`src/rtl/alu_operand_stager_pkg.sv`:
```
// Shared definitions for the ALU operand stager and any later stage that
// reuses its state encoding or byte count.
package alu_operand_stager_pkg;

  localparam int OP_WIDTH     = 32;
  localparam int BYTES_PER_OP = OP_WIDTH / 8;

  typedef enum logic [1:0] {
    LOAD_A = 2'd0,
    LOAD_B = 2'd1,
    HOLD   = 2'd2
  } stager_state_e;

  function automatic int bytes_per_op(input int width);
    return width / 8;
  endfunction

  // The byte index needs at least one bit, even for an 8-bit operand.
  function automatic int idx_width(input int width);
    return (width / 8 > 1) ? $clog2(width / 8) : 1;
  endfunction

endpackage

```
`src/rtl/alu_operand_stager_if.sv`:
```
// Byte input handshake, operand-pair output handshake and pair counter
// shared by the stager and its neighbours.
interface alu_operand_stager_if #(
  parameter int WIDTH = 32,
  parameter int CNT_W = 16
) ();

  logic             in_valid;
  logic [7:0]       in_data;
  logic             in_ready;
  logic [WIDTH-1:0] a;
  logic [WIDTH-1:0] b;
  logic             out_valid;
  logic             out_ready;
  logic [CNT_W-1:0] pair_cnt;

  modport master (
    output in_valid, in_data, out_ready,
    input  in_ready, a, b, out_valid, pair_cnt
  );

  modport slave (
    input  in_valid, in_data, out_ready,
    output in_ready, a, b, out_valid, pair_cnt
  );

endinterface

```
`src/rtl/alu_operand_stager.sv`:
```
// Packs an LSB-first byte stream into operands A and B, then holds the pair
// stable for the ALU until it is taken.
module alu_operand_stager
  import alu_operand_stager_pkg::*;
#(
  parameter int WIDTH = 32,
  parameter int CNT_W = 16
) (
  input logic                 clk,
  input logic                 rst,
  input logic                 clr,
  alu_operand_stager_if.slave bus
);

  localparam int BPO   = bytes_per_op(WIDTH);
  localparam int IDX_W = idx_width(WIDTH);
  localparam logic [IDX_W-1:0] LAST_IDX = IDX_W'(BPO - 1);

  stager_state_e    state_q, state_d;
  logic [IDX_W-1:0] idx_q, idx_d;
  logic [WIDTH-1:0] a_q, a_d;
  logic [WIDTH-1:0] b_q, b_d;
  logic [CNT_W-1:0] cnt_q, cnt_d;

  always_comb begin
    state_d = state_q;
    idx_d   = idx_q;
    a_d     = a_q;
    b_d     = b_q;
    cnt_d   = cnt_q;

    // clr drops any partial or pending pair but keeps the operand registers.
    if (clr) begin
      state_d = LOAD_A;
      idx_d   = '0;
    end else begin
      case (state_q)
        LOAD_A: begin
          if (bus.in_valid) begin
            a_d[{idx_q, 3'b000} +: 8] = bus.in_data;
            if (idx_q == LAST_IDX) begin
              idx_d   = '0;
              state_d = LOAD_B;
            end else begin
              idx_d = idx_q + 1'b1;
            end
          end
        end
        LOAD_B: begin
          if (bus.in_valid) begin
            b_d[{idx_q, 3'b000} +: 8] = bus.in_data;
            if (idx_q == LAST_IDX) begin
              idx_d   = '0;
              state_d = HOLD;
            end else begin
              idx_d = idx_q + 1'b1;
            end
          end
        end
        HOLD: begin
          if (bus.out_ready) begin
            cnt_d   = cnt_q + CNT_W'(1);
            idx_d   = '0;
            state_d = LOAD_A;
          end
        end
        default: begin
          state_d = LOAD_A;
          idx_d   = '0;
        end
      endcase
    end
  end

  always_ff @(posedge clk) begin
    if (rst) begin
      state_q <= LOAD_A;
      idx_q   <= '0;
      a_q     <= '0;
      b_q     <= '0;
      cnt_q   <= '0;
    end else begin
      state_q <= state_d;
      idx_q   <= idx_d;
      a_q     <= a_d;
      b_q     <= b_d;
      cnt_q   <= cnt_d;
    end
  end

  assign bus.in_ready  = (state_q != HOLD) && !rst;
  assign bus.out_valid = (state_q == HOLD);
  assign bus.a         = a_q;
  assign bus.b         = b_q;
  assign bus.pair_cnt  = cnt_q;

endmodule

```
`src/flat_wrapper.sv`:
```
// flat-port wrapper written by rule: the top's interface ports become plain ports
module alu_operand_stager_flat import alu_operand_stager_pkg::*;
#(
  parameter int WIDTH = 32,
  parameter int CNT_W = 16
)
  (clk, rst, clr, bus_in_valid, bus_in_data, bus_out_ready, bus_in_ready, bus_a, bus_b, bus_out_valid, bus_pair_cnt);
  alu_operand_stager_if #(.WIDTH(WIDTH), .CNT_W(CNT_W)) bus_i ();
  input logic clk;
  input logic rst;
  input logic clr;
  input wire logic [$bits(bus_i.in_valid)-1:0] bus_in_valid;
  input wire logic [$bits(bus_i.in_data)-1:0] bus_in_data;
  input wire logic [$bits(bus_i.out_ready)-1:0] bus_out_ready;
  output wire logic [$bits(bus_i.in_ready)-1:0] bus_in_ready;
  output wire logic [$bits(bus_i.a)-1:0] bus_a;
  output wire logic [$bits(bus_i.b)-1:0] bus_b;
  output wire logic [$bits(bus_i.out_valid)-1:0] bus_out_valid;
  output wire logic [$bits(bus_i.pair_cnt)-1:0] bus_pair_cnt;
  assign bus_i.in_valid = bus_in_valid;
  assign bus_i.in_data = bus_in_data;
  assign bus_i.out_ready = bus_out_ready;
  assign bus_in_ready = bus_i.in_ready;
  assign bus_a = bus_i.a;
  assign bus_b = bus_i.b;
  assign bus_out_valid = bus_i.out_valid;
  assign bus_pair_cnt = bus_i.pair_cnt;
  alu_operand_stager #(.WIDTH(WIDTH), .CNT_W(CNT_W)) u_core (.clk(clk), .rst(rst), .clr(clr), .bus(bus_i));
endmodule
```
`config.mk`:
```
export PLATFORM = sky130hd
export DESIGN_NAME = alu_operand_stager_flat
export DESIGN_NICKNAME = d
export VERILOG_FILES = /design/src/rtl/alu_operand_stager_pkg.sv /design/src/rtl/alu_operand_stager_if.sv /design/src/rtl/alu_operand_stager.sv /design/src/flat_wrapper.sv
export SDC_FILE = /design/constraint.sdc
export NUM_CORES = 1
export LEC_CHECK = 0
export CAP_MARGIN = 15
export CORE_MARGIN = 5
export CORE_UTILIZATION = 48
export DETAILED_ROUTE_END_ITERATION = 10
export GPL_ROUTABILITY_DRIVEN = 1
export PLACE_DENSITY = 0.8
export REMOVE_ABC_BUFFERS = 1
export SLEW_MARGIN = 10
export SYNTH_ARGS = -nofsm -noshare
export SYNTH_HDL_FRONTEND = slang
export SYNTH_SLANG_ARGS = --single-unit
```
`constraint.sdc`:
```
create_clock -name clk -period 2.9 [get_ports clk]
set_clock_uncertainty 0.15 [all_clocks]
set_input_delay 0.87 -clock clk [delete_from_list [all_inputs] [get_ports clk]]
set_output_delay 0.87 -clock clk [all_outputs]
set_load 0.01 [all_outputs]
```
==> results of run 1 <==
[cell families after synthesis]
| family | after synthesis |
|---|---|
| adder cells (fa/ha/maj) | 6 |
| AND/OR/NAND/NOR | 174 |
| buffers and inverters | 26 |
| flip-flops | 84 |
| XOR/XNOR | 9 |
| multiplexers | 30 |
| AO/OA/AOI/OAI | 52 |
[registers in the layout, indices dropped and copies added (netlist names)]
register / flops
u_core.bus.a: 32
u_core.bus.b: 32
u_core.bus.pair_cnt: 16
u_core.idx_q: 2
u_core.state_q: 2
[Yosys cell counts]
cell type / n
and3_1: 1
xnor2_1: 7
o22ai_1: 1
nand4bb_2: 1
mux2_2: 1
a22oi_1: 16
o31ai_1: 1
nor2b_1: 1
nor2_1: 59
nor4_1: 4
nand2_1: 34
buf_2: 5
nor3_1: 6
ha_1: 6
dfxtp_1: 84
and4_1: 4
or3_1: 6
inv_1: 8
nand4_1: 1
a21oi_1: 28
or3_4: 1
and2_1: 22
xor2_1: 2
and4bb_2: 1
nand3_1: 25
a41oi_1: 1
or4_1: 1
nand2b_1: 1
clkbuf_1: 13
nor4bb_1: 1
nor4b_1: 5
mux2i_1: 29
o21ai_0: 5
[worst min-delay path: stages (launching register included)]
cell and delay, ps:
dfxtp_1 310, nand2_1 50, a21oi_1 50
[final cells by class]
| type | count | area, um2 |
|---|---|---|
| Timing Repair Buffer | 106 | 1064 |
| Multi-Input combinational cell | 271 | 1635 |
| Clock inverter | 6 | 65.06 |
| Fill cell | 548 | 2146 |
| Sequential cell | 84 | 1682 |
| Inverter | 8 | 30.03 |
| Clock buffer | 10 | 127.6 |
| Tap cell | 96 | 120.1 |
[power groups by stage]
stage               sequential [uW]  clock (uW)  combinational, uW
floorplan                      1190           0               28.4
global placement               1190           0               99.8
detailed placement             1190           0                101
CTS                            1160         833                101
global route                   1160         889                110
finish                         1160         820                102
[final timing paths]
kind	start	to	slack (ps)	cells after the start
min reg2reg	u_core.bus.a[8]	u_core.bus.a[8]	310	2
max reg2reg	u_core.idx_q[0]	u_core.bus.a[10]	460	6
min	u_core.bus.a[8]	u_core.bus.a[8]	310	2
max	u_core.state_q[0]	bus_in_ready	220	4
[metrics by stage]
step                      hold WS, ps  area [um2]  TNS [ps]  total power [uW]
after floorplan                 324.5        3341     -1753              1219
after global placement          294.1        4531         0              1289
after detailed placement        299.4        4531         0              1290
after CTS                       308.9        4723         0              2097
after global routing            327.7        4723         0              2163
final                           307.4        4723         0              2085
[per-layer routing]
metal	wire length, um	GRT usage (%)	up-vias
met1	4071	26.63	1446
met3	651	6.135	17
met5	0	0	-
met2	4091	32.62	94
li1	-	-	1516
met4	142	7.581	0
==> flow_summary.yaml, run 1 <==
outcome:
  status: "completed"
critical_path:
  worst-path-max-fanout: 6
  crit_family: "buffers and inverters"
  critPathLaunchType: "register"
  worst_ep_arrival_time_ps: 1660
  max_stage_delay_ps: 540
  slowest_stage: "clkdlybuf4s50_1"
  worstSetupPathType: "reg -> out"
  path_buf_inv: 2
  crit_required_ps: 1880
  crit_chain: "nand2b_1 -> inv_1 -> nor2_1 -> clkdlybuf4s50_1"
  critPathCaptureType: "output pin"
synthesis:
  synth_fa_ha_area_share_pct: 2.199
  syn_inst: 381
  synth_top_family_by_area: "simple AND/OR/NAND/NOR gates"
  yosysUniqueCellTypes: 33
  yosysWarnings: 0
  synth_xor_area_share_pct: 2.309
  synth-seq-area-share_pct: 49.25
  synth_top_area_cell: "dfxtp_1"
  synth_area_per_cell_um2: 8.962
  yosysTopAreaCellShare_pct: 49.25
  synthSimpleGateAreaFrac_pct: 25.36
  ys_top_cells_by_area: "dfxtp_1 (49%), mux2i_1 (8.5%), nor2_1 (6.5%)"
  syn_area_um2: 3415
  synth-compound-area-share_pct: 9.014
  ys_ff_latch: 84
  synth_mux_area_share_pct: 8.831
cts:
  cts_max_path_buffers: 2
  h-tree-depth: 3
  post_cts_buffers: 0
  cts_hold_buf: 0
  cts_tree: "built"
  root_buffer: "clkbuf_8"
  post_cts_resized: 0
  cts_sinks: 84
  clock_latency_ps: 350
  numCtsBuffers: 9
  path_clk_slew_ps: 80
sta:
  setup_viol: 0
  fin_ws_ps: 223.6
  rsz0062_at_grt: "false"
  slew_violations: 0
  period_minus_slack_ps: 2676
  fmax_mhz: 373.6
  finalCritPeriodShare_pct: 92.29
  relSlewSlack_pct: 43.59
  worst_slew_pin_slew_ps: 834.8
  hold_violations: 0
min_path:
  hold_class: "reg -> reg"
route:
  firstDrtPassIters: 6
  wire_per_inst_um: 15.41
  wl_um: 8956
  drt-initial-drc-count: 127
  viasPerCell: 5.289
  vias: 3073
  drc_errors: 0
  antenna_left: 0
die:
  die_w_um: 94.34
  rows: 30
  die_h_um: 94.34
  ioPinCount: 95
  start_util_pct: 49.71
  dieArea_um2: 8900
  core_um2: 6869
global_route:
  grt_max_degree: 86
  grt_pass1_wl_um: 14550
  grt_pass1_vias: 3049
  antenna_found_initial: 0
  track_usage_pct: 20.62
  overflow: 0
placed_design:
  gp_congestion: 0.8554
  dp_cells: 565
  dp_hpwl_um: 6318
  pre_cts_ws_ps: 48.10
  portBuffers: 94
cells_and_area:
  antenna_cells: 0
  drive_gt1_share_pct: 6.804
  fin_cells: 581
  nNetsFinal: 499
  areaGrowthSynthToFinish_pct: 38.33
  final_cell_mix: "clkdlybuf4s50_1 (93), dfxtp_1 (84), nor2_1 (59), nand2_1 (34), mux2i_1 (29)"
  layout_commonest_cell: "clkdlybuf4s50_1"
  fin_util_pct: 68.76
pwr:
  p_clk_share_pct: 39.3
  swShare_pct: 23.43
  seqPwrFrac_pct: 55.8
  leakagePower_uw: 0.001652
  vdd_drop_max_v: 0.0003126
  power_density_nw_per_um2: 441.4
  switchingPower_uw: 488.6
  p_int_uw: 1596
  combPwrFrac_pct: 4.9
run:
  maxCapViolCount: 0
(Power assumes the default switching activity.)
==> run 2: changes to the inputs <==
CORE_UTILIZATION = 43   (was 48)
PLACE_DENSITY = 0.76   (was 0.8)
clock period = 2.2 ns   (was 2.9 ns; I/O delays follow)
==> flow_summary.yaml, run 2 (synthesis gave the netlist of run 1 again) <==
die:
  rows: 32
  start_util_pct: 44.19
  die_w_um: 99.11
  dieArea_um2: 9823
  core_um2: 7727
  ioPinCount: 95
  die_h_um: 99.11
sta:
  period_minus_slack_ps: 2125
  fmax_mhz: 470.6
  finalCritPeriodShare_pct: 96.59
  slew_violations: 0
  relSlewSlack_pct: 42.86
  worst_slew_pin_slew_ps: 857.1
  hold_violations: 0
  rsz0062_at_grt: "false"
  setup_viol: 0
min_path:
  min_to: "u_core.bus.a[21]"
  hold_class: "reg -> reg"
  min_from: "u_core.bus.a[21]"
  hold_depth: 2
critical_path:
  path_buf_inv: 1
  critPathCaptureType: "output pin"
  crit_chain: "clkdlybuf4s50_1"
  crit_path_start: "u_core.bus.pair_cnt[7]"
  max_stage_delay_ps: 570
  worstSetupPathType: "reg -> out"
  timing.rr.start: "u_core.idx_q[1]"
  crit_required_ps: 1390
  crit_family: "buffers and inverters"
  worst_ep_arrival_time_ps: 1320
  r2r_cells: 7
  slowest_stage: "clkdlybuf4s50_1"
  rr_endpoint: "u_core.bus.a[22]"
  reg2reg_setup_slack_ps: 250
  critPathLaunchType: "register"
  worst-path-max-fanout: 5
cts:
  h-tree-depth: 3
  clock_latency_ps: 340
  cts_hold_buf: 0
  numCtsBuffers: 9
  path_clk_slew_ps: 80
  cts_tree: "built"
  post_cts_buffers: 0
  cts_max_path_buffers: 2
  root_buffer: "clkbuf_8"
  cts_sinks: 84
route:
  antenna_left: 0
  drt-initial-drc-count: 151
  firstDrtPassIters: 4
  wl_um: 8846
  wire_per_inst_um: 14.74
  vias: 3112
  viasPerCell: 5.187
  drc_errors: 0
cells_and_area:
  areaGrowthSynthToFinish_pct: 42.73
  multiInputGateArea_um2: 1647
  antenna_cells: 0
  layout_commonest_cell: "clkdlybuf4s50_1"
  fin_cells: 600
  regArea_um2: 1684
  final_cell_mix: "clkdlybuf4s50_1 (89), dfxtp_1 (82), nor2_1 (59), nand2_1 (34), mux2i_1 (29)"
  nNetsFinal: 512
  nFillCells: 643
  drive_gt1_share_pct: 9.639
pwr:
  power_density_nw_per_um2: 584.8
  power_uw: 2850
  leakagePower_uw: 0.001732
  vdd_drop_max_v: 0.0003961
placed_design:
  portBuffers: 94
  dp_cells: 584
  dp_hpwl_um: 6527
  gp_congestion: 0.8312
global_route:
  grt_pass1_wl_um: 14740
  grt_max_degree: 86
  grt_pass1_vias: 3117
  track_usage_pct: 18.18
  antenna_found_initial: 0
  overflow: 0
run:
  maxCapViolCount: 0
outcome:
  status: "completed"
==> run 2: changes by cell type in the layout (fill, tap and decap cells not counted), sizes merged <==
cell | previous run | this run
clkinv | 4 | 2
clkdlybuf4s50 | 93 | 89
bufinv | 1 | 2
dlygate4sd2 | 0 | 4
clkinvlp | 1 | 2
buf | 13 | 26
==> run 2: per-stage QoR <==
step / util, % / setup slack [ps] / area [um2] / setup TNS (ps) / hold slack (ps)
floorplan: - / -603.7 / 3341 / -17550 / 324.5
global placement: 60.15 / -371.9 / 4648 / -16640 / 295.1
detailed placement: 60.15 / -445.2 / 4648 / -21680 / 298.9
CTS: 63.03 / 14.16 / 4871 / 0 / 309.5
global route: 63.07 / 6.835 / 4873 / 0 / 338.5
finish: 63.07 / 74.97 / 4873 / 0 / 305.8
==> run 2: timing repair <==
item,4_1_cts,5_1_grt
setup endpoints to repair,5,2
pin swaps,0,0
gates resized for setup,5,2
==> run 2: report_power, final <==
group	switching, uW	internal (uW)
registers	4.27	1530
clock network	535	639
logic	84.8	60.5
total	624	2230
==> run 2: routing by layer <==
| metal | wire length, um | track usage, % | share of wire (%) |
|---|---|---|---|
| met3 | 796 | 7.363 | 9.0 |
| met5 | 0 | 0 | 0 |
| met4 | 98 | 4.412 | 1.1 |
| met2 | 4052 | 28.98 | 46 |
| met1 | 3897 | 23.05 | 44 |
==> run 2: how the worst max path moves through the flow <==
stage,cells after the start,to,slack [ps]
4_1_cts,1,bus_pair_cnt[2],10
6_report,1,bus_pair_cnt[7],70
3_3_place_gp,5,u_core.bus.pair_cnt[15],-370
3_5_place_dp,5,u_core.bus.pair_cnt[15],-450
2_1_floorplan,4,u_core.bus.a[10],-600
5_1_grt,4,bus_in_ready,7
==> run 2: area by class of cell <==
| type | instances | area share, % |
|---|---|---|
| Clock buffer | 10 | 2.619 |
| Clock inverter | 6 | 1.823 |
| Inverter | 8 | 0.6162 |
| Multi-Input combinational cell | 271 | 33.79 |
| Sequential cell | 84 | 34.56 |
| Tap cell | 102 | 2.619 |
| Timing Repair Buffer | 119 | 23.98 |
==> run 3: changes to the inputs <==
CORE_UTILIZATION = 45   (was 43)
CTS_BUF_LIST = sky130_fd_sc_hd__clkbuf_8   (was not set)
PLACE_DENSITY = 0.85   (was 0.76)
==> flow_summary.yaml, run 3 (synthesis gave the netlist of run 1 again) <==
route:
  viasPerCell: 5.256
  wire_per_inst_um: 15.61
  antenna_left: 0
  drt-initial-drc-count: 156
  firstDrtPassIters: 5
  wl_um: 9379
  vias: 3159
  drc_errors: 0
die:
  rows: 31
  core_um2: 7331
  start_util_pct: 46.58
  dieArea_um2: 9430
  ioPinCount: 95
  die_h_um: 97.11
  die_w_um: 97.11
sta:
  period_minus_slack_ps: 2143
  hold_violations: 0
  worst_slew_pin_slew_ps: 563.2
  fin_ws_ps: 56.55
  rsz0062_at_grt: "false"
  fmax_mhz: 466.5
  slew_violations: 0
  holdWs_ps: 305.0
  setup_viol: 0
  relSlewSlack_pct: 62.46
  finalCritPeriodShare_pct: 97.43
cells_and_area:
  nFillCells: 593
  layout_commonest_cell: "clkdlybuf4s50_1"
  final_cell_mix: "clkdlybuf4s50_1 (89), dfxtp_1 (81), nor2_1 (59), nand2_1 (34)"
  areaGrowthSynthToFinish_pct: 44.60
  antenna_cells: 0
  nNetsFinal: 516
  drive_gt1_share_pct: 12.15
placed_design:
  gp_congestion: 0.8130
  portBuffers: 94
  dp_hpwl_um: 6742
  pre_cts_ws_ps: -467.1
global_route:
  grt_pass1_vias: 3149
  overflow: 0
  grt_pass1_wl_um: 15320
  grt_max_degree: 56
  antenna_found_initial: 0
  track_usage_pct: 19.57
critical_path:
  crit_required_ps: 1390
  worstSetupPathType: "reg -> out"
  crit_family: "buffers and inverters"
  max_stage_delay_ps: 570
  critPathLaunchType: "register"
  worst_ep_arrival_time_ps: 1330
  crit_chain: "clkdlybuf4s50_1"
  slowest_stage: "clkdlybuf4s50_1"
  worst-path-max-fanout: 5
  path_buf_inv: 1
  critPathCaptureType: "output pin"
run:
  maxCapViolCount: 0
cts:
  cts_tree: "built"
  numCtsBuffers: 9
  post_cts_buffers: 0
  cts_sinks: 84
  root_buffer: "clkbuf_8"
  cts_max_path_buffers: 2
  clock_latency_ps: 340
  h-tree-depth: 3
  path_clk_slew_ps: 80
min_path:
  hold_class: "reg -> reg"
pwr:
  leakagePower_uw: 0.001780
  vdd_drop_max_v: 0.0004508
  power_density_nw_per_um2: 579.4
outcome:
  status: "completed"
## run 3: cell count changes in the layout (fill, tap and decap cells not counted), moves of 2 or more
cell / change
and2_4: +3
and2_1: -3
dlymetal6s2s_1: +2
mux2i_2: +2
buf_4: +4
dlygate4sd2_1: -3
mux2i_1: -2
## run 3: power breakdown
part,switching (uW),internal (uW)
logic,85.8,64.6
clock network,545,635
registers,4.37,1530
## run 3: metrics by stage
step / total power [uW] / util, % / cell area, um2 / instances / setup TNS, ps
floorplan: 1607 / - / 3341 / 363 / -17550
global placement: 1712 / 63.77 / 4674 / 585 / -15110
detailed placement: 1715 / 63.77 / 4674 / 585 / -20050
CTS: 2885 / 67.13 / 4921 / 601 / 0
global route: 2958 / 67.35 / 4937 / 601 / 0
finish: 2861 / 67.35 / 4937 / 601 / 0
## run 3: cell type report
type	count	area, um2	area share (%)
clock inverters	7	92.59	1.875
clock buffers	9	123.9	2.509
flip-flops and latches	84	1685	34.14
multi-input cells	271	1674	33.91
repair buffers	123	1207	24.46
inverters	8	30.03	0.6082
well taps	99	123.9	2.509
## run 3: worst paths after layout
| path | from | end | slack (ps) | depth (start not counted) |
|---|---|---|---|---|
| hold reg to reg | u_core.bus.b[30] | u_core.bus.b[30] | 310 | 2 |
| setup reg to reg | u_core.idx_q[1] | u_core.bus.b[29] | 200 | 7 |
| setup / recovery | u_core.bus.pair_cnt[7] | bus_pair_cnt[7] | 60 | 1 |
| hold / removal | u_core.bus.b[30] | u_core.bus.b[30] | 310 | 2 |
## run 3: routing by layer
metal / track usage (%) / vias up / routed length [um]
met2: 32.59 / 116 / 4514
li1: - / 1547 / -
met1: 22.78 / 1482 / 3983
met3: 7.753 / 14 / 727
met5: 0 / - / 0
met4: 6.911 / 0 / 153
## run 3: timing repair
item | in CTS | in global routing
gates cloned | 0 | 0
setup endpoints to repair | 6 | 25
pin swaps | 2 | 2
resized for setup | 10 | 8
endpoints found under the hold margin | 0 | 0
hold buffers | 0 | 0
